$ cat src/rtl/matmul_pkg.sv
// Shared types and helpers for the PE-row sequencer.
// Holds the sequencer state encoding and the column slice helper.
package matmul_pkg;

  typedef enum logic [2:0] {
    IDLE,
    CLEAR,
    FEED,
    FLUSH,
    DRAIN
  } seq_state_t;

  function automatic int col_lsb(input int j, input int w);
    return j * w;
  endfunction

endpackage

$ cat src/rtl/matmul_row_seq_skew.sv
// Fixed-depth word delay line with synchronous clear.
// Delays one B column to line up with the PE-to-PE A pipeline.
module skew_line #(
  parameter int WORD_SIZE = 16,
  parameter int DEPTH     = 1
)(
  input  logic                 clk,
  input  logic                 reset,
  input  logic [WORD_SIZE-1:0] i_d,
  output logic [WORD_SIZE-1:0] o_d
);

  logic [WORD_SIZE-1:0] r_sr [DEPTH];

  always_ff @(posedge clk) begin
    if (reset) begin
      for (int i = 0; i < DEPTH; i++) r_sr[i] <= '0;
    end else begin
      r_sr[0] <= i_d;
      for (int i = 1; i < DEPTH; i++) r_sr[i] <= r_sr[i-1];
    end
  end

  assign o_d = r_sr[DEPTH-1];

endmodule

$ cat src/rtl/matmul_row_seq.sv
// Operand feeder and result drain for a 1-D row of MAC PEs.
// Clears the row, streams skewed operands, then drains column sums.
module matmul_row_seq
  import matmul_pkg::*;
#(
  parameter int WORD_SIZE = 16,
  parameter int N         = 4,
  parameter int K_W       = 8
)(
  input  logic                   clk,
  input  logic                   reset,
  input  logic                   start,
  input  logic [K_W-1:0]         k_len,
  output logic                   busy,
  output logic                   done,
  input  logic                   a_valid,
  output logic                   a_ready,
  input  logic [WORD_SIZE-1:0]   a_data,
  input  logic [N*WORD_SIZE-1:0] b_data,
  output logic                   pe_reset,
  output logic                   pe_read,
  output logic [WORD_SIZE-1:0]   pe_a,
  output logic [N*WORD_SIZE-1:0] pe_b,
  input  logic [WORD_SIZE-1:0]   pe_res,
  output logic                   res_valid,
  input  logic                   res_ready,
  output logic [WORD_SIZE-1:0]   res_data,
  output logic                   res_last
);

  localparam int CW = (N > 1) ? $clog2(N) : 1;

  seq_state_t           r_state, w_next;
  logic [K_W-1:0]       r_klen, r_kcnt;
  logic [CW-1:0]        r_cnt;
  logic                 r_done;
  logic [WORD_SIZE-1:0] r_a;
  logic [WORD_SIZE-1:0] r_b    [N];
  logic [WORD_SIZE-1:0] w_lane [N];
  logic                 w_beat, w_res_hs;
  logic                 w_cnt_top, w_last_beat;

  assign w_beat      = a_valid && (r_state == FEED);
  assign w_res_hs    = res_ready && (r_state == DRAIN);
  assign w_cnt_top   = (r_cnt == CW'(N - 1));
  assign w_last_beat = w_beat && (r_kcnt == r_klen - K_W'(1));

  always_comb begin
    w_next = r_state;
    unique case (r_state)
      IDLE:    if (start) w_next = CLEAR;
      CLEAR:   w_next = (r_klen != '0) ? FEED : FLUSH;
      FEED:    if (w_last_beat) w_next = FLUSH;
      FLUSH:   if (w_cnt_top) w_next = DRAIN;
      DRAIN:   if (w_res_hs && w_cnt_top) w_next = IDLE;
      default: w_next = IDLE;
    endcase
  end

  always_ff @(posedge clk) begin
    if (reset) begin
      r_state <= IDLE;
      r_klen  <= '0;
      r_kcnt  <= '0;
      r_cnt   <= '0;
      r_done  <= 1'b0;
    end else begin
      r_state <= w_next;
      r_done  <= w_res_hs && w_cnt_top;
      if (r_state == IDLE && start) r_klen <= k_len;
      if (r_state != FEED) r_kcnt <= '0;
      else if (w_beat)     r_kcnt <= r_kcnt + K_W'(1);
      // one counter serves both the flush length and the drain index
      if (r_state == FLUSH || w_res_hs)
        r_cnt <= w_cnt_top ? '0 : r_cnt + CW'(1);
      else if (r_state != DRAIN)
        r_cnt <= '0;
    end
  end

  // bubbles and non-FEED cycles inject zeros so PEs add nothing
  always_ff @(posedge clk) begin
    if (reset) begin
      r_a <= '0;
      for (int j = 0; j < N; j++) r_b[j] <= '0;
    end else begin
      r_a <= w_beat ? a_data : '0;
      for (int j = 0; j < N; j++)
        r_b[j] <= w_beat ? b_data[col_lsb(j, WORD_SIZE) +: WORD_SIZE] : '0;
    end
  end

  assign w_lane[0] = r_b[0];

  for (genvar j = 1; j < N; j++) begin : g_skew
    skew_line #(
      .WORD_SIZE(WORD_SIZE),
      .DEPTH    (j)
    ) u_skew (
      .clk  (clk),
      .reset(reset),
      .i_d  (r_b[j]),
      .o_d  (w_lane[j])
    );
  end

  for (genvar j = 0; j < N; j++) begin : g_pack
    assign pe_b[col_lsb(j, WORD_SIZE) +: WORD_SIZE] = w_lane[j];
  end

  assign busy      = (r_state != IDLE);
  assign done      = r_done;
  assign a_ready   = (r_state == FEED);
  assign pe_reset  = reset | (r_state == CLEAR);
  assign pe_read   = w_res_hs;
  assign pe_a      = r_a;
  assign res_valid = (r_state == DRAIN);
  assign res_data  = pe_res;
  assign res_last  = (r_state == DRAIN) && w_cnt_top;

endmodule
$ cat config.mk
export PLATFORM = sky130hd
export DESIGN_NAME = matmul_row_seq
export DESIGN_NICKNAME = d
export VERILOG_FILES = /design/src/rtl/matmul_pkg.sv /design/src/rtl/matmul_row_seq_skew.sv /design/src/rtl/matmul_row_seq.sv
export SDC_FILE = /design/constraint.sdc
export NUM_CORES = 1
export LEC_CHECK = 0
export ABC_AREA = 1
export CAP_MARGIN = 40
export CORE_MARGIN = 2
export CORE_UTILIZATION = 46
export CTS_BUF_LIST = sky130_fd_sc_hd__clkbuf_16
export DETAILED_ROUTE_END_ITERATION = 6
export HOLD_SLACK_MARGIN = 0.06
export PLACE_DENSITY = 0.91
export SLEW_MARGIN = 30
export SYNTH_ARGS = -nofsm -noshare
export SYNTH_HDL_FRONTEND = slang
export SYNTH_SLANG_ARGS = --single-unit
$ cat constraint.sdc
create_clock -name clk -period 1.8 [get_ports clk]
set_input_delay 0.36 -clock clk [delete_from_list [all_inputs] [get_ports clk]]
set_output_delay 0.36 -clock clk [all_outputs]
set_load 0.005 [all_outputs]
== Word-level counts from Yosys, hierarchy flattened ==
Memory sizes are Yosys's and may differ from the RTL's.
Cells that the tools add are included.
Cells by class
  equality and inequality tests: 12
  magnitude comparators: 0
  multiply operators: 0
  mux-type cells: 27
  bitwise operators: 11
  reductions and logical operators: 15
  shift-type cells: 0
  div/mod/pow operators: 0
  add/subtract/negate cells: 3
Operator list (number)
  $mux W16: 14
  $reduce_or A16 Y1: 1
  $pmux W3 S5: 1
  $mux W3: 4
  $or A1 B1 Y1: 10
  $add A8 B1 Y8 const B: 1
  $eq A8 B8 Y1: 1
  $reduce_bool A8 Y1: 1
  $sub A8 B1 Y8 const B: 1
  $eq A3 B2 Y1 const B: 2
  $logic_and A1 B1 Y1: 6
  $mux W2: 3
  $mux W1: 5
  $ne A2 B1 Y1 const B: 2
  $ne A2 B2 Y1 const B: 2
  $reduce_and A4 Y1: 1
  $reduce_or A2 Y1: 2
  $eq A3 B1 Y1 const B: 1
  $eq A3 B3 Y1 const B: 1
  $logic_not A3 Y1: 1
  $ne A3 B2 Y1 const B: 1
  $ne A3 B3 Y1 const B: 1
  $reduce_bool A3 Y1: 1
  $add A2 B1 Y2 const B: 1
  other kinds (4): 4
Word-level totals
  bits in latches: 0
  memories kept: 4
  register bits: 38
  bits of input ports: 109
  output and inout port bits: 103
  bits in read-only memories: 0
  word-level logic and storage cells: 78
  memory bits (writable): 160
Memory list
  r_b: words 4, width 16, read ports 4, clocked after Yosys merged registers in 0, wr ports 4, line matmul_row_seq.sv:38  | logic [WORD_SIZE-1:0] r_b [N];
  g_skew[3].u_skew.r_sr: words 3, width 16, read ports 3, clocked after Yosys merged registers in 0, wr ports 3, line matmul_row_seq_skew.sv:13  | logic [WORD_SIZE-1:0] r_sr [DEPTH];
  g_skew[2].u_skew.r_sr: words 2, width 16, read ports 2, clocked after Yosys merged registers in 0, wr ports 2, line matmul_row_seq_skew.sv:13
  g_skew[1].u_skew.r_sr: words 1, width 16, read ports 1, clocked after Yosys merged registers in 0, wr ports 1, line matmul_row_seq_skew.sv:13

== Depth between registers and ports, before layout ==
Gate-level depths: netlist (run 1).
  depth in word-level cells: 5
  gate-level depth with buffers: 15
  gate-level depth less buffers: 15

== Modules after synthesis ==
Synthesis (run 1) repeated with hierarchy kept, for this count alone.
Second synthesis, totals
  cell total of the unflattened synthesis: 801
  area total of the unflattened synthesis: 6693.9 um^2
By module, submodules not included
  matmul_row_seq: times used 1, area an instance 3699.8 um^2, cells each 471, seq. area each 2042.0 um^2
  skew_line at g_skew[3].u_skew: times used 1, area an instance 1485.2 um^2, cells each 165, seq. area each 960.9 um^2
  skew_line at g_skew[2].u_skew: times used 1, area an instance 1034.7 um^2, cells each 115, seq. area each 640.6 um^2
  skew_line at g_skew[1].u_skew: times used 1, area an instance 474.2 um^2, cells each 50, seq. area each 320.3 um^2

== Worst setup path before layout (run 1) ==
Ideal clock, no wire load.
  path type: register to register
  start point: register r_klen[0]
  end point: register r_state[2]
  data required time: 1685 ps
  buffers on the path: 0
  cell stages (with the launch flop): 15
  slack: 260 ps
  period minus slack after synthesis: 1540 ps
  arrival time: 1425 ps
  library setup time: 115 ps
  path through: dfxtp_1 -> inv_1 -> ha_1 -> inv_1 -> nand2_1 -> nand2_1 -> nand2_1 -> nor2_1 -> nand2_1 -> nor2_1 -> nand3_1 -> nand2_2 -> nand3_1 -> nand2_1 -> nor2_1
On the way
  longest elaborated chain between the ends: 5
RTL lines
  start: declaration: line matmul_row_seq.sv:34  | logic [K_W-1:0] r_klen, r_kcnt;
  start signal: assignment: line matmul_row_seq.sv:70  | if (r_state == IDLE && start) r_klen <= k_len;
  $sub A8 B1 Y8: line matmul_row_seq.sv:46  | assign w_last_beat = w_beat && (r_kcnt == r_klen - K_W'(1));
  $eq A8 B8 Y1: line matmul_row_seq.sv:46
  $logic_and A1 B1 Y1: line matmul_row_seq.sv:46
  $ne A2 B1 Y1 (no line)
  $reduce_and A4 Y1 (no line)
  end signal: assignment: line matmul_row_seq.sv:68  | r_state <= w_next;
  end: declaration: line matmul_row_seq.sv:33  | seq_state_t r_state, w_next;
Every way passes these cells.
A chain may end at the register's enable or synchronous reset.

== Final worst setup path (run 1) ==
  start point: register r_state[1]
  end point: output port a_ready
On the way
  longest elaborated chain between the ends: 1
RTL lines
  $eq A3 B2 Y1: line matmul_row_seq.sv:113  | assign a_ready = (r_state == FEED);
  end: declaration: line matmul_row_seq.sv:17  | output logic a_ready,
Every way passes these cells.

==> results of run 1 <==
-- worst min-delay path: stages --
cell and delay [ns]:
buf_4 0.11, nor2_2 0.09, o21ai_0 0.08, a21oi_1 0.04
-- cells by family after synthesis --
logic type / after synthesis / synth area share [%]
AOI/OAI and AO/OA: 34 / 2.85
xor gates and xnor gates: 6 / 0.794
and+or+nand+nor: 276 / 17.2
buffers and inverters: 275 / 18.5
DFF: 198 / 59.9
adders and majority gates: 4 / 0.756
-- metal layers --
metal / up-vias / global-route usage (%)
met2: 168 / 31.8
met3: 21 / 6.73
met4: 0 / 7.09
met5: - / 0
li1: 2480 / -
met1: 2145 / 19.3
-- flip-flops by register name (all words and copies together) (netlist names) --
name	cells
r_kcnt	8
r_state	3
done	1
r_cnt	2
pe_a	16
r_b	64
r_klen	8
g_skew.u_skew.r_sr	96
-- worst paths after layout --
check / from / slack [ns] / endpoint / depth (start not counted)
worst max-delay path: r_state[1] / 0.05 / a_ready / 4
worst max register to register: r_klen[0] / 0.15 / r_state[2] / 13
worst min register to register: r_b[3][0] / 0.40 / g_skew[3].u_skew.r_sr[0][0] / 2
worst min-delay path: reset / 0.31 / r_kcnt[5] / 4
-- power by group --
group,switching (mW),internal [mW]
clock,1.69,2.08
combinational,0.941,0.822
sequential,0.160,4.62
-- cell usage after synthesis --
| cell type | n | area share [%] |
|---|---|---|
| a211oi_1 | 1 | 0.11 |
| a21oi_1 | 13 | 0.98 |
| a21oi_2 | 2 | 0.26 |
| a22oi_1 | 1 | 0.11 |
| a31oi_1 | 1 | 0.095 |
| buf_2 | 10 | 0.76 |
| buf_4 | 48 | 5.4 |
| clkbuf_1 | 12 | 0.68 |
| dfxtp_1 | 198 | 60 |
| ha_1 | 4 | 0.76 |
| inv_1 | 204 | 12 |
| inv_2 | 1 | 0.057 |
| nand2_1 | 47 | 2.7 |
| nand2_2 | 3 | 0.28 |
| nand3_1 | 9 | 0.68 |
| nand3_2 | 1 | 0.15 |
| nand3_4 | 1 | 0.26 |
| nand4_1 | 3 | 0.28 |
| nor2_1 | 201 | 11 |
| nor2_2 | 3 | 0.28 |
| nor2_4 | 1 | 0.17 |
| nor3_2 | 4 | 0.60 |
| nor3_4 | 1 | 0.25 |
| nor3b_1 | 1 | 0.11 |
| nor4_1 | 1 | 0.095 |
| o21ai_0 | 14 | 1.1 |
| o21ai_1 | 1 | 0.076 |
| o21ba_1 | 1 | 0.15 |
| xnor2_1 | 2 | 0.26 |
| xor2_1 | 4 | 0.53 |
-- per-stage QoR --
stage               TNS, ns  std cells  hold WS [ns]  cell area (um^2)
finish                    0       1128         0.311              8960
global route              0       1128         0.298              8960
CTS                  -0.153       1129         0.288              8940
detailed placement  -0.0472       1092         0.392              8300
global placement    -0.0449       1092         0.388              8300
floorplan                 0        793         0.388              6620
-- area by class of cell --
cell class / count / area (um^2) / share of cell area [%]
Multi-Input combinational cell: 320 / 1470 / 16.4
Inverter: 205 / 774 / 8.65
Sequential cell: 198 / 3980 / 44.4
Tap cell: 180 / 225 / 2.51
Clock buffer: 17 / 425 / 4.75
Timing Repair Buffer: 193 / 1920 / 21.5
Clock inverter: 15 / 165 / 1.84
-- repair_timing --
| action | in CTS | in global routing |
|---|---|---|
| endpoints found under the setup margin | 6 | 6 |
| resized for setup | 19 | 12 |
| hold buffers | 0 | 0 |
| pin swaps | 2 | 4 |
| setup buffers | 5 | 0 |
==> results by group, run 1 <==
Synthesis
  • Mean Syn Cell Area: 8.35 um^2
  • Synth unique cells: 30
  • Post-synthesis sequential area ratio: 59.9%
  • Synth warn: 0
  • Yosys reg bits: 198
  • Mapped Area: 6620 um^2
  • Synth Net Count: 906
  • Post-Syn Instances: 793

Cells and area
  • Final nets: 1,048
  • Area grow syn2layout: 35.3%
  • Most frequent cells in the layout: 201 x nor2_1, 200 x inv_1, 194 x dfxtp_1, 172 x clkdlybuf4s50_1, 46 x nand2_1
  • Antenna cells: 0
  • Commonest non-fill, non-tap cell in the layout: nor2_1
  • Layout cells sized above 1: 8.02%
  • Fin util: 64.0%
  • Filler Cell Count: 1,112

Die
  • Initial core utilization: 47.3%
  • Die boundary width: 124 um
  • Die ar.: 15,400 um^2
  • Die Y: 124 um
  • Std cell rows: 43
  • CORE AREA: 14,000 um^2
  • I/O Pins: 212

Job
  • Max-cap viol count: 0

Detailed routing
  • Post-route ant nets: 0
  • Met2 wire length: 6800 um
  • Max Used Layer: met4
  • Pre-antenna DRT Iters: 7
  • Initial drt markers: 294
  • DR vias: 4,814
  • # DRC: 0
  • Met3 wire length: 1040 um
  • Drt wl/cell: 11.9 um
  • DR vias/cell: 4.27
  • M1 wire length: 5360 um
  • WL final: 13,400 um

Power and ir drop
  • P_leak: 3.95 nW
  • PD cells: 1150 nW/um^2
  • Total power: 10.3 mW
  • Max IR drop VDD: 0.889 mV

STA
  • Max Freq: 571 MHz
  • Final worst setup slack: 0.0491 ns
  • Final Hold Vio Count: 0
  • Period utilisation layout: 97.3%
  • Final Skew: 0.0107 ns
  • Tmin final: 1.75 ns
  • Worst slew pin tran: 0.464 ns
  • Relative slew slack: 69.0%
  • Final Setup Violations: 0
  • Final Max Slew Viols: 0
  • Unrepaired setup endpoints after global routing: no

Outcome
  • Status: finished, final reports clean

Clock network
  • CTS tree: done
  • CTS max path bufs: 2
  • Reg clk slew, reported paths: 0.07 ns
  • Sink Count: 198
  • CTS Buf Count: 17
  • Clock latency on the worst-skew pair: 0.43 ns
  • Root Buffer: clkbuf_16
  • # H-tree levels: 4

Setup path
  • Slowest-stage cell, CP: dfxtp_4
  • Critical Path Max Stage Delay: 0.38 ns
  • CP startpoint kind: register
  • Worst EP required: 1.44 ns
  • Top delay family on crit path: buffers and inverters
  • Critical Path AT: 1.39 ns
  • Critical path fanouts, max: 6
  • Critical setup path kind: reg2out
  • Worst setup EP type: primary output
  • Buf+Inv Stages, Crit Path: 3
  • CP cell instances: buf_4 > nand2_2 > inv_1 > dlygate4sd2_1

Global routing
  • Vias in the first global route: 4,633
  • Pin count of the biggest net entering global routing: 101
  • Total gr overflow: 0
  • GRT Resource Usage Total: 17.9%
  • First-pass GRT wire length: 21,000 um
  • Initial antenna violation count: 0

Min path
  • Hold/Removal Path Class: in2reg

Placed design
  • Port bufs: 179
  • Gp weighted congestion: 0.844
  • DP Wirelength: 9230 um
  • Setup WS pre-CTS: -0.0472 ns
Note: power is estimated with default switching activity, not from simulation.
==> run 2: changes to the inputs <==
--- a/config.mk
+++ b/config.mk
@@ -6,10 +6,11 @@
 export NUM_CORES = 1
 export LEC_CHECK = 0
 export ABC_AREA = 1
-export CAP_MARGIN = 40
+export CAP_MARGIN = 20
 export CORE_MARGIN = 2
 export CORE_UTILIZATION = 46
 export CTS_BUF_LIST = sky130_fd_sc_hd__clkbuf_16
+export CTS_CLUSTER_DIAMETER = 100
 export DETAILED_ROUTE_END_ITERATION = 6
 export HOLD_SLACK_MARGIN = 0.06
 export PLACE_DENSITY = 0.91
==> results of run 2 <==
Same layout as run 1: the final DEF is identical, and so are final timing and power.
